`src/rtl/mmu_sched_pkg.sv`:
```
// Shared types and constants for the tiled mmu scheduler.
package mmu_sched_pkg;

  localparam int TILE_CNT_W  = 8;
  localparam int MMU_MIN_GAP = 2;

  typedef logic [TILE_CNT_W-1:0] tile_idx_t;

  typedef enum logic [2:0] {
    IDLE,
    LOAD,
    COMPUTE,
    GAP,
    WB,
    ADV,
    DONE
  } sched_state_t;

  // The mmu needs at least MMU_MIN_GAP idle cycles between enable windows.
  function automatic int gap_len(input int requested);
    return (requested < MMU_MIN_GAP) ? MMU_MIN_GAP : requested;
  endfunction

endpackage

```
`src/rtl/mmu_tile_idx_cnt.sv`:
```
// Nested tile index counters: level 0 = k (innermost), 1 = n, 2 = m (outermost).
module mmu_tile_idx_cnt
  import mmu_sched_pkg::*;
#(
  parameter int CNT_W = TILE_CNT_W
) (
  input  logic             clk,
  input  logic             rst_n,
  input  logic             clear,
  input  logic             advance,
  input  logic [CNT_W-1:0] k_m1,
  input  logic [CNT_W-1:0] n_m1,
  input  logic [CNT_W-1:0] m_m1,
  output logic [CNT_W-1:0] k_idx,
  output logic [CNT_W-1:0] n_idx,
  output logic [CNT_W-1:0] m_idx,
  output logic             last
);

  logic [CNT_W-1:0] lim [3];
  logic [CNT_W-1:0] idx [3];
  logic [2:0]       wrap;

  assign lim[0] = k_m1;
  assign lim[1] = n_m1;
  assign lim[2] = m_m1;

  genvar gi;
  generate
    for (gi = 0; gi < 3; gi++) begin : g_lvl
      logic             lower_wrap;
      logic [CNT_W-1:0] cnt_reg;

      // A level steps only when every faster level is wrapping this cycle.
      if (gi == 0) begin : g_first
        assign lower_wrap = 1'b1;
      end else begin : g_upper
        assign lower_wrap = &wrap[gi-1:0];
      end

      assign wrap[gi] = (cnt_reg == lim[gi]);
      assign idx[gi]  = cnt_reg;

      always_ff @(posedge clk or negedge rst_n) begin
        if (!rst_n) begin
          cnt_reg <= '0;
        end else if (clear) begin
          cnt_reg <= '0;
        end else if (advance && lower_wrap) begin
          cnt_reg <= wrap[gi] ? '0 : cnt_reg + CNT_W'(1);
        end
      end
    end
  endgenerate

  assign k_idx = idx[0];
  assign n_idx = idx[1];
  assign m_idx = idx[2];
  assign last  = &wrap;

endmodule

```
`src/rtl/mmu_tile_sched.sv`:
```
// Tile scheduler sequencing load / mmu compute / writeback over an M x N x K tile grid.
// Optional watchdog on mmu_data_ready is enabled by defining MMU_SCHED_TIMEOUT_EN.
module mmu_tile_sched
  import mmu_sched_pkg::*;
#(
  parameter int CNT_W      = TILE_CNT_W,
  parameter int GAP_CYCLES = 2,
  parameter int TIMEOUT    = 64
) (
  input  logic             clk,
  input  logic             rst_n,
  input  logic             start,
  input  logic [CNT_W-1:0] cfg_m_m1,
  input  logic [CNT_W-1:0] cfg_n_m1,
  input  logic [CNT_W-1:0] cfg_k_m1,
  output logic             busy,
  output logic             done,
  output logic             load_req,
  input  logic             load_ack,
  output logic [CNT_W-1:0] m_idx,
  output logic [CNT_W-1:0] n_idx,
  output logic [CNT_W-1:0] k_idx,
  output logic             accum_clear,
  output logic             mmu_enable,
  input  logic             mmu_data_ready,
  output logic             wb_valid,
  input  logic             wb_ready,
  output logic             err
);

  localparam int GAP_LEN = gap_len(GAP_CYCLES);
  localparam int GAP_W   = $clog2(GAP_LEN + 1);

  if (TIMEOUT < 1) begin : g_bad_timeout
    $error("TIMEOUT must be at least 1");
  end

  sched_state_t     state_reg, state_next;
  logic [CNT_W-1:0] m_lim_reg, n_lim_reg, k_lim_reg;
  logic [GAP_W-1:0] gap_cnt_reg;
  logic             accum_clear_reg;
  logic             cnt_clear, cnt_advance, cnt_last;
  logic             k_last, gap_done, timeout_hit;

  mmu_tile_idx_cnt #(
    .CNT_W (CNT_W)
  ) u_idx_cnt (
    .clk     (clk),
    .rst_n   (rst_n),
    .clear   (cnt_clear),
    .advance (cnt_advance),
    .k_m1    (k_lim_reg),
    .n_m1    (n_lim_reg),
    .m_m1    (m_lim_reg),
    .k_idx   (k_idx),
    .n_idx   (n_idx),
    .m_idx   (m_idx),
    .last    (cnt_last)
  );

  assign k_last   = (k_idx == k_lim_reg);
  assign gap_done = (gap_cnt_reg == GAP_W'(GAP_LEN - 1));

`ifdef MMU_SCHED_TIMEOUT_EN
  localparam int TO_W = $clog2(TIMEOUT + 1);

  logic [TO_W-1:0] to_cnt_reg;
  logic            err_reg;

  // First COMPUTE cycle sees 0, so the abort lands TIMEOUT+1 cycles after enable rises.
  assign timeout_hit = (state_reg == COMPUTE) && !mmu_data_ready
                       && (to_cnt_reg == TO_W'(TIMEOUT));

  always_ff @(posedge clk or negedge rst_n) begin
    if (!rst_n) begin
      to_cnt_reg <= '0;
      err_reg    <= 1'b0;
    end else begin
      to_cnt_reg <= (state_reg == COMPUTE) ? to_cnt_reg + TO_W'(1) : '0;
      err_reg    <= err_reg | timeout_hit;
    end
  end

  assign err = err_reg;
`else
  assign timeout_hit = 1'b0;
  assign err         = 1'b0;
`endif

  always_ff @(posedge clk or negedge rst_n) begin
    if (!rst_n) begin
      state_reg       <= IDLE;
      m_lim_reg       <= '0;
      n_lim_reg       <= '0;
      k_lim_reg       <= '0;
      gap_cnt_reg     <= '0;
      accum_clear_reg <= 1'b1;
    end else begin
      state_reg   <= state_next;
      gap_cnt_reg <= (state_reg == GAP) ? gap_cnt_reg + GAP_W'(1) : '0;
      if (cnt_clear) begin
        m_lim_reg <= cfg_m_m1;
        n_lim_reg <= cfg_n_m1;
        k_lim_reg <= cfg_k_m1;
      end
      // Tracks the index update so it is already settled when LOAD begins.
      if (cnt_clear) begin
        accum_clear_reg <= 1'b1;
      end else if (cnt_advance) begin
        accum_clear_reg <= k_last;
      end
    end
  end

  always_comb begin
    state_next  = state_reg;
    cnt_clear   = 1'b0;
    cnt_advance = 1'b0;
    busy        = 1'b0;
    done        = 1'b0;
    load_req    = 1'b0;
    mmu_enable  = 1'b0;
    wb_valid    = 1'b0;
    unique case (state_reg)
      IDLE: begin
        if (start) begin
          cnt_clear  = 1'b1;
          state_next = LOAD;
        end
      end
      LOAD: begin
        busy     = 1'b1;
        load_req = 1'b1;
        if (load_ack) state_next = COMPUTE;
      end
      COMPUTE: begin
        busy       = 1'b1;
        mmu_enable = 1'b1;
        if (mmu_data_ready) begin
          state_next = GAP;
        end else if (timeout_hit) begin
          state_next = DONE;
        end
      end
      GAP: begin
        busy = 1'b1;
        if (gap_done) state_next = k_last ? WB : ADV;
      end
      WB: begin
        busy     = 1'b1;
        wb_valid = 1'b1;
        if (wb_ready) state_next = ADV;
      end
      ADV: begin
        busy        = 1'b1;
        cnt_advance = 1'b1;
        state_next  = cnt_last ? DONE : LOAD;
      end
      DONE: begin
        done       = 1'b1;
        state_next = IDLE;
      end
      default: state_next = IDLE;
    endcase
  end

  assign accum_clear = accum_clear_reg;

`ifndef SYNTHESIS
  a_ready_only_in_compute: assert property (
    @(posedge clk) disable iff (!rst_n) mmu_data_ready |-> (state_reg == COMPUTE)
  );
`endif

endmodule

```
`config.mk`:
```
export PLATFORM = sky130hd
export DESIGN_NAME = mmu_tile_sched
export DESIGN_NICKNAME = d
export VERILOG_FILES = /design/src/rtl/mmu_sched_pkg.sv /design/src/rtl/mmu_tile_idx_cnt.sv /design/src/rtl/mmu_tile_sched.sv
export SDC_FILE = /design/constraint.sdc
export NUM_CORES = 1
export LEC_CHECK = 0
export CORE_MARGIN = 2
export CORE_UTILIZATION = 40
export DETAILED_ROUTE_END_ITERATION = 6
export DONT_BUFFER_PORTS = 1
export GPL_TIMING_DRIVEN = 0
export SLEW_MARGIN = 10
export SYNTH_ARGS = -nofsm -noshare
export SYNTH_HDL_FRONTEND = slang
export SYNTH_SLANG_ARGS = --single-unit
export TNS_END_PERCENT = 10
```
`constraint.sdc`:
```
create_clock -name clk -period 2.5 [get_ports clk]
set_input_delay 0.375 -clock clk [delete_from_list [all_inputs] [get_ports clk]]
set_output_delay 0.375 -clock clk [all_outputs]
set_load 0.05 [all_outputs]
```
* After elaboration in Yosys (flattened, before gate mapping) *
Cells that the tools add are included.

operators by class
  mux-type cells = 28
  reductions and logical operators = 10
  add/subtract/negate cells = 4
  equality and inequality tests = 15

operators with widths
  kind                 count
  $mux 8               9
  $add 8x1->8 const B  3
  $eq 8x8->1           3
  $mux 3               6
  $pmux 3 s6           1
  $mux 1               11
  $ne 2x2->1 const B   5
  $eq 3x3->1 const B   3
  $eq 3x2->1 const B   2
  $reduce_bool 2->1    3
  $reduce_and 5->1     1
  $reduce_or 5->1      1
  $eq 3x1->1 const B   1
  $logic_not 3->1      1
  $reduce_and 3->1     1
  $add 2x1->2 const B  1
  $eq 2x1->1 const B   1
  $logic_and 1x1->1    2
  $mux 2               1
  $reduce_and 2->1     1

storage, ports and cells
  flip-flop bits (word level) = 54
  output and inout bits = 31
  logic and storage cells = 66
  input bits = 30

* Logic depth before layout (Yosys ltp) *
  depth after elaboration = 5
  depth in mapped cells = 8
  depth with buffers taken out = 7

* Modules after synthesis *
A second synthesis with hierarchy kept.

second synthesis, totals
  cells, all modules = 281
  area, all modules = 3062.9 um^2

by module, submodules not included
  module            area each (um^2)  times used  cells each  sequential area each (um^2)
  mmu_tile_idx_cnt  1601.5            1           171         600.6
  mmu_tile_sched    1461.4            1           110         752.0

* Worst setup path after synthesis *
OpenSTA, ideal clock, no wires.

  path kind = reg2out
  start point = register state_reg[0]
  end point = output port mmu_enable
  slack = 0.229 ns
  data arrival time = 1.896 ns
  cell stages (with the launch flop) = 4
  buffers on the path = 2
  required time = 2.125 ns
  cell sequence = dfrtp_1 clkbuf_1 clkbuf_1 nor3b_1

between the ends
  longest elaborated chain between the ends = 2

ends and longest elaborated chain
  element                 line                   source
  from (decl)             mmu_tile_sched.sv:38   sched_state_t state_reg, state_next;
  from (signal assigned)  mmu_tile_sched.sv:99   state_reg <= state_next;
  $eq 3x2->1              mmu_tile_sched.sv:124  unique case (state_reg)
  $mux 1                  mmu_tile_sched.sv:124
  to (decl)               mmu_tile_sched.sv:24   output logic mmu_enable,

No other way between the ends.

* Worst setup path after layout *
  start point = register u_idx_cnt.g_lvl[2].cnt_reg[5] (netlist: u_idx_cnt.m_idx[5])
  end point = register u_idx_cnt.g_lvl[2].cnt_reg[7] (netlist: u_idx_cnt.m_idx[7])

between the ends
  longest elaborated chain between the ends = 4
  elaborated cells between the ends (all ways) = 5
  classes of those cells = add/sub (1); eq/ne (1); mux (3)

ends and longest elaborated chain
  element                                           line                                            source
  from (decl)                                       mmu_tile_idx_cnt.sv:32                          logic [CNT_W-1:0] cnt_reg;
  from (signal assigned)                            mmu_tile_idx_cnt.sv:50                          cnt_reg <= wrap[gi] ? '0 : cnt_reg + CNT_W'(1);
  $add 8x1->8 / $eq 8x8->1 (equally long branches)  mmu_tile_idx_cnt.sv:50, mmu_tile_idx_cnt.sv:41
  $mux 8 (*)                                        mmu_tile_idx_cnt.sv:50
  $mux 8 (*)                                        mmu_tile_idx_cnt.sv:49                          end else if (advance && lower_wrap) begin
  $mux 8 (*)                                        mmu_tile_idx_cnt.sv:47                          end else if (clear) begin

Mark *: on every way between the ends. The rest lies on a longest branch, timed or not. The select of a mux whose other input is x is not followed.
A chain may end at the register's enable or synchronous reset.

==> results.cfg <==
[power_and_ir_drop]
finalPower_mw = 4.07
p_leak_nw = 1.29
vdd_drop_max_mv = 0.572
pwr_density_cell_nw_per_um2 = 1270

[detailed_routing]
drt_pass1_iterations = 4
num_vias = 2115
drtIter0Drc = 111
postRouteAntennaNets = 0
avgRoutedWirePerCell_um = 16.4
drcViolationCount = 0
viasPerCell = 5.55
wl_um = 6260

[global_routing]
antenna_found_initial = 0
track_usage_pct = 16.4
grt-ovfl-total = 0
grt_pass1_wl_um = 10200
grt_max_degree = 55
grt_pass1_vias = 2114

[setup_path]
worstSetupStartpointType = register
critPathCapture = u_idx_cnt.m_idx[7]$_DFFE_PN0P_
reg2regPathDepth = 5
path_max_fanout = 6
worstPathRequired_ns = 2.66
crit_buf_inv = 0
crit-reg2reg-capture = u_idx_cnt.m_idx[7]$_DFFE_PN0P_
cp_slowest_cell = dfrtp_1
regToRegSetupSlack_ns = 0.16
crit_path_max_incr_delay_ns = 0.76
cp_cell_sequence = xor2_1, nor4_2, a21oi_1, nand2b_1, o221ai_1
crit_start = u_idx_cnt.m_idx[5]$_DFFE_PN0P_
critPathCaptureType = register
crit_arrival_ns = 2.51
r2r-start = u_idx_cnt.m_idx[5]$_DFFE_PN0P_
worst-setup-path-type = reg -> reg
path_delay_family = simple AND/OR/NAND/NOR gates
path_depth = 5

[job]
max-cap-violations = 0

[layout]
finish.utilization_pct = 45.1
drive_gt1_share_pct = 23.8
syn2layout_area_growth_pct = 10.8
final_cell_mix = 36 x dfrtp_1, 27 x xor2_1, 24 x mux2_2
finalNonFillerCells = 381
antennaDiodeCount = 0
layout_commonest_cell = dfrtp_1
nNetsFinal = 315

[yosys]
synth.avg_cell_area_um2 = 10.7
ys_types = 47
ys_ff_latch = 54
syn_area_um2 = 2900
yosysWarnings = 0
synthCells = 272
synthesis.nets = 306
yosysTopAreaCell = dfrtp_1
yosys_most_used_dff = dfrtp_1
async_reset_ff_share_pct = 100
synthTopCellsByArea = dfrtp_1 46%, mux2_2 9.3%, xor2_1 8.1%
synth_enable_flop_cells = 0
synth.top_cell.area_share_pct = 45.7
synth_seq_area_share_pct = 46.6

[place]
dp_hpwl_um = 4440
port_buffers = 0
dp.cells = 371
post-place-ws_ns = -0.245
place_congestion = 0.766

[timing]
finalCritPeriodShare_pct = 93.8
tightest_slew_ns = 1.02
grt_setup_unrepaired = no
final_hold_viol_count = 0
holdWs_ns = 0.217
finClkSkew_ns = 0.00853
slew_viol_final = 0
setup_viol = 0
clock.fmax_mhz = 427
slew_headroom_pct = 31.9
fin_crit_ns = 2.34
final.setup.worst_slack_ns = 0.155

[outcome]
status = finished, final reports clean

[cts]
htree_levels = 2
worstSkewPairLatency_ns = 0.30
cts_buffer_depth = 2
root_buffer = clkbuf_8
cts_buffers = 5
path_clk_slew_ns = 0.10
clock_sinks = 54
cts_tree = done

[floorplanning]
die_h_um = 89.2
fp.dieW_um = 89.2
design.die.area_um2 = 7960
num_io_pins = 61
initial_utilization_pct = 40.7
rows = 31
core-area_um2 = 7140

[min_path]
hp-start = cfg_k_m1[3]
min_path_type = in -> reg
whs_path_depth = 1
cells by family after synthesis:
kind of cell / share of synthesized area, %
xor gates and xnor gates: 8.75
other: 0.129
DFF: 46.6
and+or+nand+nor: 16.6
adders and majority gates: 1.72
buffers and inverters: 3.36
muxes: 10.0
AOI/OAI and AO/OA: 12.8
worst min path at each step:
stage                                    end  slack (ns)
CTS                 k_lim_reg[6]$_DFFE_PN0P_        0.21
finish              k_lim_reg[3]$_DFFE_PN0P_        0.22
detailed placement  k_lim_reg[1]$_DFFE_PN0P_        0.08
global placement    k_lim_reg[1]$_DFFE_PN0P_        0.08
global route        k_lim_reg[1]$_DFFE_PN0P_        0.20
floorplan           gap_cnt_reg[0]$_DFF_PN0_        0.08
through the flow:
stage	setup TNS [ns]	instance area, µm²
after floorplan	0	2900
after global placement	-1.04	3030
after detailed placement	-1.20	3030
after CTS	0	3200
after global routing	0	3220
final	0	3220
timing repair:
item,in CTS,in global routing
setup endpoints to repair,7,13
gates resized for setup,11,11
buffers inserted,0,0
hold endpoints to repair,54,0
hold buffers,2,0
power breakdown:
group | leakage [nW] | switching [mW] | total, mW | internal (mW)
Sequential | 0.619 | 0.768 | 1.99 | 1.23
Combinational | 0.622 | 0.919 | 1.58 | 0.665
Clock | 0.0482 | 0.270 | 0.494 | 0.224
worst reg2reg max path, cell delays in order, from the launching register on:
cell and delay (ns):
dfrtp_1 0.76, xor2_1 0.17, nor4_2 0.60, a21oi_1 0.29, nand2b_1 0.25, o221ai_1 0.15
layer usage:
metal,vias to the layer above,share of wire [%],global-route usage [%]
met4,0,0.94,3.93
met3,7,7.2,4.16
met1,1042,45,22.0
met5,-,0,0
met2,66,47,26.8
li1,1000,-,-
area by class of cell:
class                      instances  area (µm²)
fill                             700        3920
multi-input combinational        195        1490
sequential                        54        1370
tap                               99         124
clock buffer                       7        86.3
buffer                            12        56.3
inverter                          11        41.3
timing repair buffer               2        37.5
clock inverter                     1        5.00
synth_stat cells, drive strengths merged, types with 4 or more instances:
library cell / instances
buf: 7
clkbuf: 5
a21oi: 11
o21ai: 13
dfrtp: 53
nor4: 6
nor3: 5
o41ai: 4
and3: 5
a32o: 5
nor2b: 4
mux2: 24
inv: 11
nand3: 7
xor2: 27
nor2: 16
ha: 4
nand4: 7
nand2b: 4
a211oi: 4
nand2: 16
No activity file was read; power rests on OpenSTA's default activity.
